$ cat config.mk
export PLATFORM = sky130hd
export DESIGN_NAME = key_gate_bank_seq_flat
export DESIGN_NICKNAME = d
export VERILOG_FILES = /design/src/rtl/key_gate_pkg.sv /design/src/rtl/key_gate_bank_seq_if.sv /design/src/rtl/key_shift_loader.sv /design/src/rtl/key_gate_bank_seq.sv /design/src/flat_wrapper.sv
export SDC_FILE = /design/constraint.sdc
export NUM_CORES = 1
export LEC_CHECK = 0
export CAP_MARGIN = 20
export CELL_PAD_IN_SITES_DETAIL_PLACEMENT = 0
export CELL_PAD_IN_SITES_GLOBAL_PLACEMENT = 1
export CORE_UTILIZATION = 33
export DETAILED_ROUTE_END_ITERATION = 8
export MAX_ROUTING_LAYER = met4
export PLACE_DENSITY = 0.84
export SLEW_MARGIN = 5
export SYNTH_ARGS = -nofsm -noshare
export SYNTH_HDL_FRONTEND = slang
export SYNTH_SLANG_ARGS = --single-unit
$ cat constraint.sdc
create_clock -name clk -period 1.1 [get_ports clk]
set_input_delay 0.165 -clock clk [delete_from_list [all_inputs] [get_ports clk]]
set_output_delay 0.165 -clock clk [all_outputs]
set_load 0.01 [all_outputs]
$ cat src/rtl/key_gate_pkg.sv
// Shared types and helpers for the clocked XOR key-gate bank.
package key_gate_pkg;

   typedef enum logic {
      KG_LOAD  = 1'b0,
      KG_ARMED = 1'b1
   } kg_state_t;

   // Number of load beats needed to assemble one full key.
   function automatic int kg_beats(input int data_w, input int chunk_w);
      return data_w / chunk_w;
   endfunction

endpackage

$ cat src/rtl/key_gate_bank_seq_if.sv
// Key-load handshake plus keyed data path of the key-gate bank.
interface key_gate_bank_seq_if #(
   parameter int DATA_W  = 8,
   parameter int CHUNK_W = 2
);
   logic               key_valid;
   logic [CHUNK_W-1:0] key_data;
   logic               key_ready;
   logic               key_clear;
   logic               in_valid;
   logic [DATA_W-1:0]  in_data;
   logic               out_valid;
   logic [DATA_W-1:0]  out_data;

   modport master (
      output key_valid, key_data, key_clear, in_valid, in_data,
      input  key_ready, out_valid, out_data
   );

   modport slave (
      input  key_valid, key_data, key_clear, in_valid, in_data,
      output key_ready, out_valid, out_data
   );
endinterface

$ cat src/rtl/key_shift_loader.sv
// Serial key assembler: shifts CHUNK_W-bit beats in MSB-first and flags the
// beat that completes a key. done/key_out are combinational so the owner can
// capture the finished key on the same edge that accepts the last beat.
module key_shift_loader
   import key_gate_pkg::*;
#(
   parameter int DATA_W  = 8,
   parameter int CHUNK_W = 2
) (
   input  logic               clk,
   input  logic               rst_n,
   input  logic               clear,
   input  logic               beat_en,
   input  logic [CHUNK_W-1:0] key_data,
   output logic               done,
   output logic [DATA_W-1:0]  key_out
);
   localparam int BEATS  = kg_beats(DATA_W, CHUNK_W);
   localparam int BCNT_W = $clog2(BEATS + 1);

   logic [DATA_W-1:0]         shift_reg_r;
   logic [BCNT_W-1:0]         beat_cnt_r;
   logic [DATA_W+CHUNK_W-1:0] shift_cat_s;
   logic                      last_beat_s;

   // Shifted key value including the beat currently offered.
   always_comb begin
      shift_cat_s = {shift_reg_r, key_data};
      key_out     = shift_cat_s[DATA_W-1:0];
      last_beat_s = (beat_cnt_r == BCNT_W'(BEATS - 1));
      done        = beat_en & last_beat_s & ~clear;
   end

   // Shift register and beat counter; clear beats a simultaneous beat.
   always_ff @(posedge clk) begin
      if (!rst_n) begin
         shift_reg_r <= {DATA_W{1'b0}};
         beat_cnt_r  <= {BCNT_W{1'b0}};
      end else if (clear) begin
         shift_reg_r <= {DATA_W{1'b0}};
         beat_cnt_r  <= {BCNT_W{1'b0}};
      end else if (beat_en) begin
         if (last_beat_s) begin
            shift_reg_r <= {DATA_W{1'b0}};
            beat_cnt_r  <= {BCNT_W{1'b0}};
         end else begin
            shift_reg_r <= key_out;
            beat_cnt_r  <= beat_cnt_r + BCNT_W'(1);
         end
      end else begin
         shift_reg_r <= shift_reg_r;
         beat_cnt_r  <= beat_cnt_r;
      end
   end
endmodule

$ cat src/rtl/key_gate_bank_seq.sv
// Clocked XOR key-gate bank: loads an unlock key serially, then XORs it onto
// a registered data path. An all-zero key is applied until a key is complete.
module key_gate_bank_seq
   import key_gate_pkg::*;
#(
   parameter int DATA_W  = 8,
   parameter int CHUNK_W = 2,
   parameter int CNT_W   = 4
) (
   input  logic                 clk,
   input  logic                 rst_n,
   key_gate_bank_seq_if.slave   bus,
   output logic                 armed,
   output logic [CNT_W-1:0]     load_count
);
   if ((DATA_W % CHUNK_W) != 0) begin : g_bad_chunk
      $error("key_gate_bank_seq: DATA_W must be a multiple of CHUNK_W");
   end

   kg_state_t          state_r;
   logic [DATA_W-1:0]  active_key_r;
   logic [DATA_W-1:0]  out_data_r;
   logic               out_valid_r;
   logic               armed_r;
   logic               key_ready_r;
   logic [CNT_W-1:0]   load_count_r;
   logic               beat_en_s;
   logic               load_done_s;
   logic [DATA_W-1:0]  loaded_key_s;

   // A beat is taken only while loading; key_ready_r mirrors the LOAD state.
   always_comb begin
      beat_en_s = bus.key_valid & key_ready_r & (state_r == KG_LOAD);
   end

   key_shift_loader #(
      .DATA_W  (DATA_W),
      .CHUNK_W (CHUNK_W)
   ) u_loader (
      .clk      (clk),
      .rst_n    (rst_n),
      .clear    (bus.key_clear),
      .beat_en  (beat_en_s),
      .key_data (bus.key_data),
      .done     (load_done_s),
      .key_out  (loaded_key_s)
   );

   // FSM, active key, load counter and the keyed output register.
   always_ff @(posedge clk) begin
      if (!rst_n) begin
         state_r      <= KG_LOAD;
         active_key_r <= {DATA_W{1'b0}};
         out_data_r   <= {DATA_W{1'b0}};
         out_valid_r  <= 1'b0;
         armed_r      <= 1'b0;
         key_ready_r  <= 1'b1;
         load_count_r <= {CNT_W{1'b0}};
      end else begin
         out_valid_r <= bus.in_valid;
         if (bus.in_valid) begin
            out_data_r <= bus.in_data ^ active_key_r;
         end else begin
            out_data_r <= out_data_r;
         end
         if (bus.key_clear) begin
            state_r      <= KG_LOAD;
            active_key_r <= {DATA_W{1'b0}};
            armed_r      <= 1'b0;
            key_ready_r  <= 1'b1;
         end else begin
            case (state_r)
               KG_LOAD: begin
                  if (load_done_s) begin
                     state_r      <= KG_ARMED;
                     active_key_r <= loaded_key_s;
                     armed_r      <= 1'b1;
                     key_ready_r  <= 1'b0;
                     if (load_count_r != {CNT_W{1'b1}}) begin
                        load_count_r <= load_count_r + CNT_W'(1);
                     end else begin
                        load_count_r <= load_count_r;
                     end
                  end else begin
                     state_r <= KG_LOAD;
                  end
               end
               KG_ARMED: begin
                  state_r <= KG_ARMED;
               end
               default: begin
                  state_r      <= KG_LOAD;
                  active_key_r <= {DATA_W{1'b0}};
                  armed_r      <= 1'b0;
                  key_ready_r  <= 1'b1;
               end
            endcase
         end
      end
   end

   assign bus.key_ready = key_ready_r;
   assign bus.out_valid = out_valid_r;
   assign bus.out_data  = out_data_r;
   assign armed         = armed_r;
   assign load_count    = load_count_r;
endmodule

$ cat src/flat_wrapper.sv
// flat-port wrapper written by rule: the top's interface ports become plain ports
module key_gate_bank_seq_flat import key_gate_pkg::*;
#(
   parameter int DATA_W  = 8,
   parameter int CHUNK_W = 2,
   parameter int CNT_W   = 4
)
  (clk, rst_n, armed, load_count, bus_key_valid, bus_key_data, bus_key_clear, bus_in_valid, bus_in_data, bus_key_ready, bus_out_valid, bus_out_data);
  key_gate_bank_seq_if #(.DATA_W(DATA_W), .CHUNK_W(CHUNK_W)) bus_i ();
  input  logic clk;
  input  logic rst_n;
  output logic armed;
  output logic [CNT_W-1:0] load_count;
  input wire logic [$bits(bus_i.key_valid)-1:0] bus_key_valid;
  input wire logic [$bits(bus_i.key_data)-1:0] bus_key_data;
  input wire logic [$bits(bus_i.key_clear)-1:0] bus_key_clear;
  input wire logic [$bits(bus_i.in_valid)-1:0] bus_in_valid;
  input wire logic [$bits(bus_i.in_data)-1:0] bus_in_data;
  output wire logic [$bits(bus_i.key_ready)-1:0] bus_key_ready;
  output wire logic [$bits(bus_i.out_valid)-1:0] bus_out_valid;
  output wire logic [$bits(bus_i.out_data)-1:0] bus_out_data;
  assign bus_i.key_valid = bus_key_valid;
  assign bus_i.key_data = bus_key_data;
  assign bus_i.key_clear = bus_key_clear;
  assign bus_i.in_valid = bus_in_valid;
  assign bus_i.in_data = bus_in_data;
  assign bus_key_ready = bus_i.key_ready;
  assign bus_out_valid = bus_i.out_valid;
  assign bus_out_data = bus_i.out_data;
  key_gate_bank_seq #(.DATA_W(DATA_W), .CHUNK_W(CHUNK_W), .CNT_W(CNT_W)) u_core (.clk(clk), .rst_n(rst_n), .bus(bus_i), .armed(armed), .load_count(load_count));
endmodule
# Word-level counts from Yosys, hierarchy flattened
# Index checks and enable logic that the tools add are counted.
# totals
out_inout_bits,15
ff_bits,33
in_bits,15
word_cells,28
# classes
n_eq_ne,2
n_bitwise,8
muxes,4
n_reduce_logical,3
add_sub_neg,2
# op_table
cell,n
8-bit bitwise XOR,1
6-bit two-way mux,1
"4-bit by 1-bit adder with 4-bit output, second input constant",1
1-bit AND,4
"4-bit inequality test, second input constant",1
4-bit AND reduction,1
"3-bit by 1-bit adder with 3-bit output, second input constant",1
"3-bit by 2-bit == test with 1-bit output, second input constant",1
3-bit two-way mux,1
1-bit inverter,3
1-bit one-hot mux with 2 select lines,1
2-bit AND reduction,1
2-bit OR reduction,1
1-bit two-way mux,1

# Longest topological paths before layout
# Gate-level depths: netlist of the first run.
# logic_depth
depth_word,6
depth_mapped,6
depth_no_buf,4

# By module
# A second synthesis of the first run with hierarchy kept.
# hier_totals
hier_cells,138
area_unflattened_um2,1326.3
# by_module_without_submodules
mod,seq_area_each_um2,instances,area_per_inst_um2,cells_per_inst
key_gate_bank_seq,480.5,1,974.7,107
key_shift_loader,180.2,1,351.6,31

# Worst setup path before layout of the first run
# No wires, ideal clock.
# synth_path
path_type,reg-to-reg
start,reg u_core.load_count_r[0] (netlist: u_core.load_count[0])
end,reg u_core.load_count_r[3] (netlist: u_core.load_count[3])
required_ps,978
setup_ps,122
setup_slack_ps,-208
path_stages_with_launch,4
period_less_slack_ps,1308
path_buffers,0
arrival_time_ps,1186
cell_sequence,dfxtp_1 > ha_1 > or3_1 > o311a_1
# synth_via
elab_chain_cells,2
word_cells_on_any_way,3
cone_classes,add/sub: 1; eq/ne: 1; reduce/logical: 1
# synth_lines
element,line_no,source
from (decl),key_gate_bank_seq.sv:26,logic [CNT_W-1:0] load_count_r;
from (signal assigned),key_gate_bank_seq.sv:58,load_count_r <= {CNT_W{1'b0}};
from (signal assigned),key_gate_bank_seq.sv:80,load_count_r <= load_count_r + CNT_W'(1);
from (signal assigned),key_gate_bank_seq.sv:82,load_count_r <= load_count_r;
branches (longest 2 deep; another with 4-bit by 1-bit adder with 4-bit output),--,
# Several ways; the timed one is not identified.
# A chain may end at the register's enable or synchronous reset.

# Worst setup path after layout of the first run
# layout_path
start,reg u_core.u_loader.beat_cnt_r[0]
end,reg u_core.load_count_r[3] (netlist: u_core.load_count[3])
# layout_via
elab_chain_cells,4
# layout_lines
element,line_no,source
from (decl),key_shift_loader.sv:22,logic [BCNT_W-1:0] beat_cnt_r;
from (signal assigned),key_shift_loader.sv:38,beat_cnt_r <= {BCNT_W{1'b0}};
from (signal assigned),key_shift_loader.sv:41,beat_cnt_r <= {BCNT_W{1'b0}};
from (signal assigned),key_shift_loader.sv:45,beat_cnt_r <= {BCNT_W{1'b0}};
3-bit by 2-bit == test with 1-bit output,key_shift_loader.sv:30,last_beat_s = (beat_cnt_r == BCNT_W'(BEATS - 1));
1-bit AND (2 in series),key_shift_loader.sv:31,done = beat_en & last_beat_s & ~clear;
4-bit AND reduction (no line),--,
# No other way between the ends.

==> results of run 1 <==
==> flip-flops by register name (all words and copies together), names as in the netlist <==
signal	cells
u_core.u_loader.beat_cnt_r	3
u_core.load_count	4
u_core.bus.out_data	8
u_core.bus.key_ready	1
u_core.u_loader.shift_reg_r	6
u_core.bus.out_valid	1
u_core.state_r	1
u_core.armed	1
u_core.active_key_r	8
==> per-stage QoR <==
step	hold WS [ns]	cell area (um^2)	setup TNS, ns
floorplan	0.292	1450	-0.401
global placement	0.423	1880	-8.52
detailed placement	0.435	1880	-9.13
CTS	0.449	2110	-1.72
global route	0.487	2150	-2.51
finish	0.464	2150	-1.41
==> per-layer routing <==
metal	wire length [um]	up-vias	track usage, %
li1	-	621	-
met1	1460	591	18.6
met2	1740	24	28.0
met3	127	9	4.62
met4	73	0	8.78
met5	0	-	-
==> logic make-up (layout without fill, tap and decap cells) <==
logic type	count (synthesis)	in the layout	share of synthesized area (%)
flops	33	33	47.5
fa+ha+maj	2	2	1.80
simple gates	50	50	19.8
xor+xnor	8	8	5.04
mux	2	2	1.44
buf+inv	14	63	5.30
compound gates	40	40	19.2
==> placed cells by master (no fill, tap or decap), types with 2 or more instances in the layout <==
cell type and n:
dfxtp_1 26, buf_2 2, inv_1 3, nand2_1 20, nor2_1 2, xnor2_1 8
o21ai_1 5, o311a_1 2, or3_1 2, buf_4 17, a21oi_2 13, dfxtp_2 6
dlygate4sd2_1 9, clkbuf_8 7, o21ai_0 2, nand3_1 6, buf_6 4, nand3_2 8
ha_4 2, o211a_1 8, clkdlybuf4s50_1 13, clkdlybuf4s15_1 4, mux2i_1 2, a21oi_1 5
nand3_4 3
==> critical path, delay by kind of cell, from the launching register on <==
family	cells	cell delay [ns]
AOI/OAI and AO/OA	1	0.32
adders and majority gates	1	0.17
and+or+nand+nor	2	0.29
DFF	1	0.36
==> final timing paths <==
path                                 startpoint                            end  slack, ns
setup / recovery  u_core.u_loader.beat_cnt_r[0]           u_core.load_count[3]      -0.14
hold / removal    u_core.u_loader.beat_cnt_r[2]  u_core.u_loader.beat_cnt_r[2]       0.46
setup reg to reg  u_core.u_loader.beat_cnt_r[0]           u_core.load_count[3]      -0.14
hold reg to reg   u_core.u_loader.beat_cnt_r[2]  u_core.u_loader.beat_cnt_r[2]       0.46
==> power groups by stage <==
stage | combinational, W | clock (W) | sequential (W)
after floorplan | 0.000103 | 0 | 0.00127
after global placement | 0.000247 | 0 | 0.00126
after detailed placement | 0.000253 | 0 | 0.00127
after CTS | 0.000285 | 0.00101 | 0.00124
after global routing | 0.000293 | 0.00105 | 0.00124
final | 0.000271 | 0.000992 | 0.00124
==> final cells by class <==
type / instances / area share, %
Clock buffer: 7 / 4.47
Clock inverter: 1 / 0.232
Inverter: 3 / 0.523
Multi-Input combinational cell: 102 / 38.5
Sequential cell: 33 / 31.2
Tap cell: 50 / 2.90
Timing Repair Buffer: 52 / 22.2
==> timing repair <==
item	CTS	global route
pin swaps	11	16
endpoints found under the setup margin	38	29
resized for setup	45	29
setup buffers	4	1
gates cloned	3	0
hold buffers	0	0
==> impl_metrics.toml, run 1 <==
[pwr]
swShare_pct = 22.9
p_per_area_nw_per_um2 = 1160
p_comb_share_pct = 10.8
clkPwrFrac_pct = 39.7
cellInternalPower_w = 0.00193
power_leakage_nw = 0.840
switchingPower_w = 0.000573
seqPwrFrac_pct = 49.5
vdd.ir_drop.worst_mv = 0.674
total_power_w = 0.00250

[sta]
fin_skew_ns = 0.00619
min_period_over_period_pct = 113
finalHoldViolCount = 0
slew_headroom_pct = 80.7
fin_crit_ns = 1.24
fin_ws_ns = -0.142
finalSetupViolations = 24
final_max_slew_viol_count = 0
worst_slew_pin_slew_ns = 0.287
rsz0062_at_grt = "true"
fmax_mhz = 805

[synth]
synth_warnings = 0
synth_fp_nets = 166
ys_ff_latch = 33
netlist_top_cells_count = "dfxtp_1, nand2_1, a21oi_1"
synthCells = 149
synth-async-reset-ratio_pct = 0
netlist_area_um2 = 1390
synth-main-ff-cell = "dfxtp_1"
synth-edff-count = 0
synth.distinct_cells = 29
seq_area_frac_synth_pct = 47.5
post_synth.cell_area_avg_um2 = 9.34
synth.top_cell.area_share_pct = 47.5
synthMostInstantiatedCell = "dfxtp_1"
synth_area_leaders = "dfxtp_1, a21oi_1, nand3_1"
yosysTopAreaCell = "dfxtp_1"

[placed_design]
pre_cts_ws_ns = -0.441
post-place-cells = 235
gp_congestion = 0.727
port_buffers = 29
hpwl_um = 2250

[floorplan]
fp.coreArea_um2 = 4030
fp.dieH_um = 66.9
start_util_pct = 34.5
die_area_um2 = 4480
die_w_um = 66.9
ios = 30
num_rows = 23

[route]
drcViolationCount = 0
drtAntennaViolNets = 0
wire_per_inst_um = 13.7
firstDrtPassIters = 4
drt_first_iter_violations = 33
via_count = 1245
vias_per_cell = 5.02
wirelength_um = 3400

[grt]
track_usage_pct = 17.0
grt_max_degree = 16
grt_pass1_vias = 1196
grt_pass1_wl_um = 5440
overflow = 0
antenna_found_initial = 0

[status]
violations = "negative setup slack"
status = "finished with violations"

[min_path]
min_path_cells = 2
min_path_type = "flip-flop to flip-flop"

[layout]
antenna_cells = 0
nFillCells = 358
multi_input_comb_area_um2 = 830
drive_gt1_share_pct = 38.9
fin_util_pct = 53.5
nets = 214
area_growth_pct = 54.9
regArea_um2 = 672
fin_cells = 248

[clock_network]
path_clk_slew_ns = 0.07
cts_root_buffer = "clkbuf_8"
clock_latency_ns = 0.29
clock_path_buffers = 2
cts-buffers-inserted = 5
htree_levels = 2
cts_tree = "yes"
cts_sinks = 33

[setup_path]
cp_max_fo = 6
worstPathRequired_ns = 1.28
worstPathCellList = "ha_4, and2b_4, nand2_4, o311a_1"
critical_path_arrival_ns = 1.42
cpPeakStageDelay_ns = 0.36
worstSetupPathType = "flip-flop to flip-flop"
rr_worst_depth = 4
critPathSlowestCell = "dfxtp_2"
cp-start-kind = "flip-flop"
endpoint_kind = "flip-flop"

[run]
drv_cap = 0
(Power assumes the default switching activity.)
==> run 2, diff against run 1 <==
--- a/config.mk
+++ b/config.mk
@@ -8,11 +8,11 @@
 export CAP_MARGIN = 20
 export CELL_PAD_IN_SITES_DETAIL_PLACEMENT = 0
 export CELL_PAD_IN_SITES_GLOBAL_PLACEMENT = 1
-export CORE_UTILIZATION = 33
+export CORE_UTILIZATION = 37
 export DETAILED_ROUTE_END_ITERATION = 8
 export MAX_ROUTING_LAYER = met4
-export PLACE_DENSITY = 0.84
-export SLEW_MARGIN = 5
+export PLACE_DENSITY = 0.88
+export SLEW_MARGIN = 30
 export SYNTH_ARGS = -nofsm -noshare
 export SYNTH_HDL_FRONTEND = slang
 export SYNTH_SLANG_ARGS = --single-unit
==> constraint.sdc (replaced) <==
create_clock -name clk -period 1.2 [get_ports clk]
set_input_delay 0.18 -clock clk [delete_from_list [all_inputs] [get_ports clk]]
set_output_delay 0.18 -clock clk [all_outputs]
set_load 0.01 [all_outputs]
==> impl_metrics.toml, run 2 (same netlist as run 1, synthesis figures left out) <==
[sta]
slew_headroom_pct = 81.5
finalSetupViolations = 2
worst_slew_pin_slew_ns = 0.275
final_max_slew_viol_count = 0
min_period_over_period_pct = 106
fin_crit_ns = 1.27
fin_skew_ns = 0.00275
fmax_mhz = 786
finalHoldViolCount = 0
fin_ws_ns = -0.0724
rsz0062_at_grt = "true"

[pwr]
switchingPower_w = 0.000523
clkPwrFrac_pct = 47.5
power_leakage_nw = 0.859
vdd.ir_drop.worst_mv = 0.727
p_comb_share_pct = 8.7
seqPwrFrac_pct = 43.7
cellInternalPower_w = 0.00207
swShare_pct = 20.2
p_per_area_nw_per_um2 = 1250

[layout]
regArea_um2 = 669
multi_input_comb_area_um2 = 742
nFillCells = 317
antenna_cells = 0
nets = 211
area_growth_pct = 48.4
mostFrequentLayoutCell = "dfxtp_1"
final_cell_mix = "dfxtp_1, nand2_1, buf_4"
design_area_um2 = 2060
drive_gt1_share_pct = 27.7

[floorplan]
num_rows = 21
start_util_pct = 40.1
fp.coreArea_um2 = 3470
die_w_um = 63.3
die_area_um2 = 4010
ios = 30
fp.dieH_um = 63.3

[setup_path]
cp_max_fo = 5
endpoint_kind = "flip-flop"
rrSetupSlack_ns = -0.07
critical_path_arrival_ns = 1.45
cpPeakStageDelay_ns = 0.36
path_buf_inv = 0
cp-start-kind = "flip-flop"
critPathSlowestCell = "dfxtp_4"
worstPathRequired_ns = 1.37
worstSetupPathType = "flip-flop to flip-flop"
crit_family = "flip-flops"
worstPathCellList = "ha_4, or3_1, o311a_1"

[route]
vias_per_cell = 5.06
drcViolationCount = 0
via_count = 1219
drtAntennaViolNets = 0
wire_per_inst_um = 12.9
firstDrtPassIters = 4
drt_first_iter_violations = 30
wirelength_um = 3100

[status]
status = "finished with violations"
violations = "negative setup slack"

[clock_network]
htree_levels = 2
cts-buffers-inserted = 5
clock_path_buffers = 2
clock_latency_ns = 0.28
path_clk_slew_ns = 0.07
cts_sinks = 33
cts_root_buffer = "clkbuf_8"
cts_tree = "yes"

[placed_design]
gp_congestion = 0.809
pre_cts_ws_ns = -0.333
port_buffers = 29
hpwl_um = 2120
dpl-instance-area_um2 = 1840

[grt]
grt_pass1_vias = 1145
track_usage_pct = 16.5
grt_max_degree = 19
antenna_found_initial = 0
overflow = 0
grt_pass1_wl_um = 5080

[run]
drv_cap = 0

[min_path]
min_path_type = "primary input to flip-flop"
-- run 2: final cells by class --
class / instances / area share (%)
multi-input cells: 102 / 35.9
flip-flops and latches: 33 / 32.4
repair buffers: 49 / 21.8
clock buffers: 5 / 3.33
clock inverters: 3 / 3.15
well taps: 46 / 2.79
inverters: 3 / 0.545
-- run 2: worst min-delay path: stages --
cell	delay (ns)
dlymetal6s2s_1	0.17
o41ai_2	0.10
o311a_1	0.10
-- run 2: worst paths after layout --
check / from / endpoint / depth (start not counted)
setup / recovery: u_core.load_count[0] / u_core.load_count[3] / 3
hold reg to reg: u_core.u_loader.shift_reg_r[5] / u_core.u_loader.shift_reg_r[5] / 2
setup reg to reg: u_core.load_count[0] / u_core.load_count[3] / 3
hold / removal: bus_key_clear / u_core.load_count[3] / 3
-- run 2: power groups by stage --
stage          Clock (W)  Combinational (W)  Sequential, W
5_1_grt          0.00131           0.000246        0.00113
4_1_cts          0.00124           0.000218        0.00113
2_1_floorplan          0          0.0000933        0.00117
3_3_place_gp           0           0.000222        0.00116
3_5_place_dp           0           0.000226        0.00116
6_report         0.00123           0.000226        0.00113
-- run 2: metal layers --
| layer | global-route usage (%) | vias up | wire length [um] |
|---|---|---|---|
| met5 | - | - | 0 |
| met1 | 21.1 | 566 | 1440 |
| met3 | 4.35 | 6 | 158 |
| li1 | - | 612 | - |
| met4 | 4.26 | 0 | 42 |
| met2 | 25.7 | 35 | 1460 |
-- run 2: stage by stage --
stage / utilization (%) / hold WS (ns) / TNS (ns) / cells / power [W]
floorplan: - / 0.307 / -0.0723 / 149 / 0.00126
global placement: 53.1 / 0.421 / -6.00 / 230 / 0.00138
detailed placement: 53.1 / 0.432 / -6.74 / 230 / 0.00139
CTS: 57.5 / 0.452 / -0.165 / 240 / 0.00259
global route: 59.5 / 0.348 / -0.303 / 241 / 0.00269
finish: 59.5 / 0.314 / -0.117 / 241 / 0.00259
-- run 2: repair_timing --
| item | CTS | global route |
|---|---|---|
| gates cloned | 0 | 1 |
| gates resized for setup | 20 | 22 |
| pin swaps | 6 | 3 |
| hold buffers | 0 | 0 |
| setup buffers | 2 | 0 |
| setup endpoints to repair | 35 | 21 |
| hold endpoints to repair | 0 | 0 |
==> run 3, diff against run 2 <==
--- a/config.mk
+++ b/config.mk
@@ -5,6 +5,7 @@
 export SDC_FILE = /design/constraint.sdc
 export NUM_CORES = 1
 export LEC_CHECK = 0
+export ABC_CLOCK_PERIOD_IN_PS = 1200
 export CAP_MARGIN = 20
 export CELL_PAD_IN_SITES_DETAIL_PLACEMENT = 0
 export CELL_PAD_IN_SITES_GLOBAL_PLACEMENT = 1
==> results of run 3 <==
No change in the layout: final DEF, timing and power equal those of run 2.
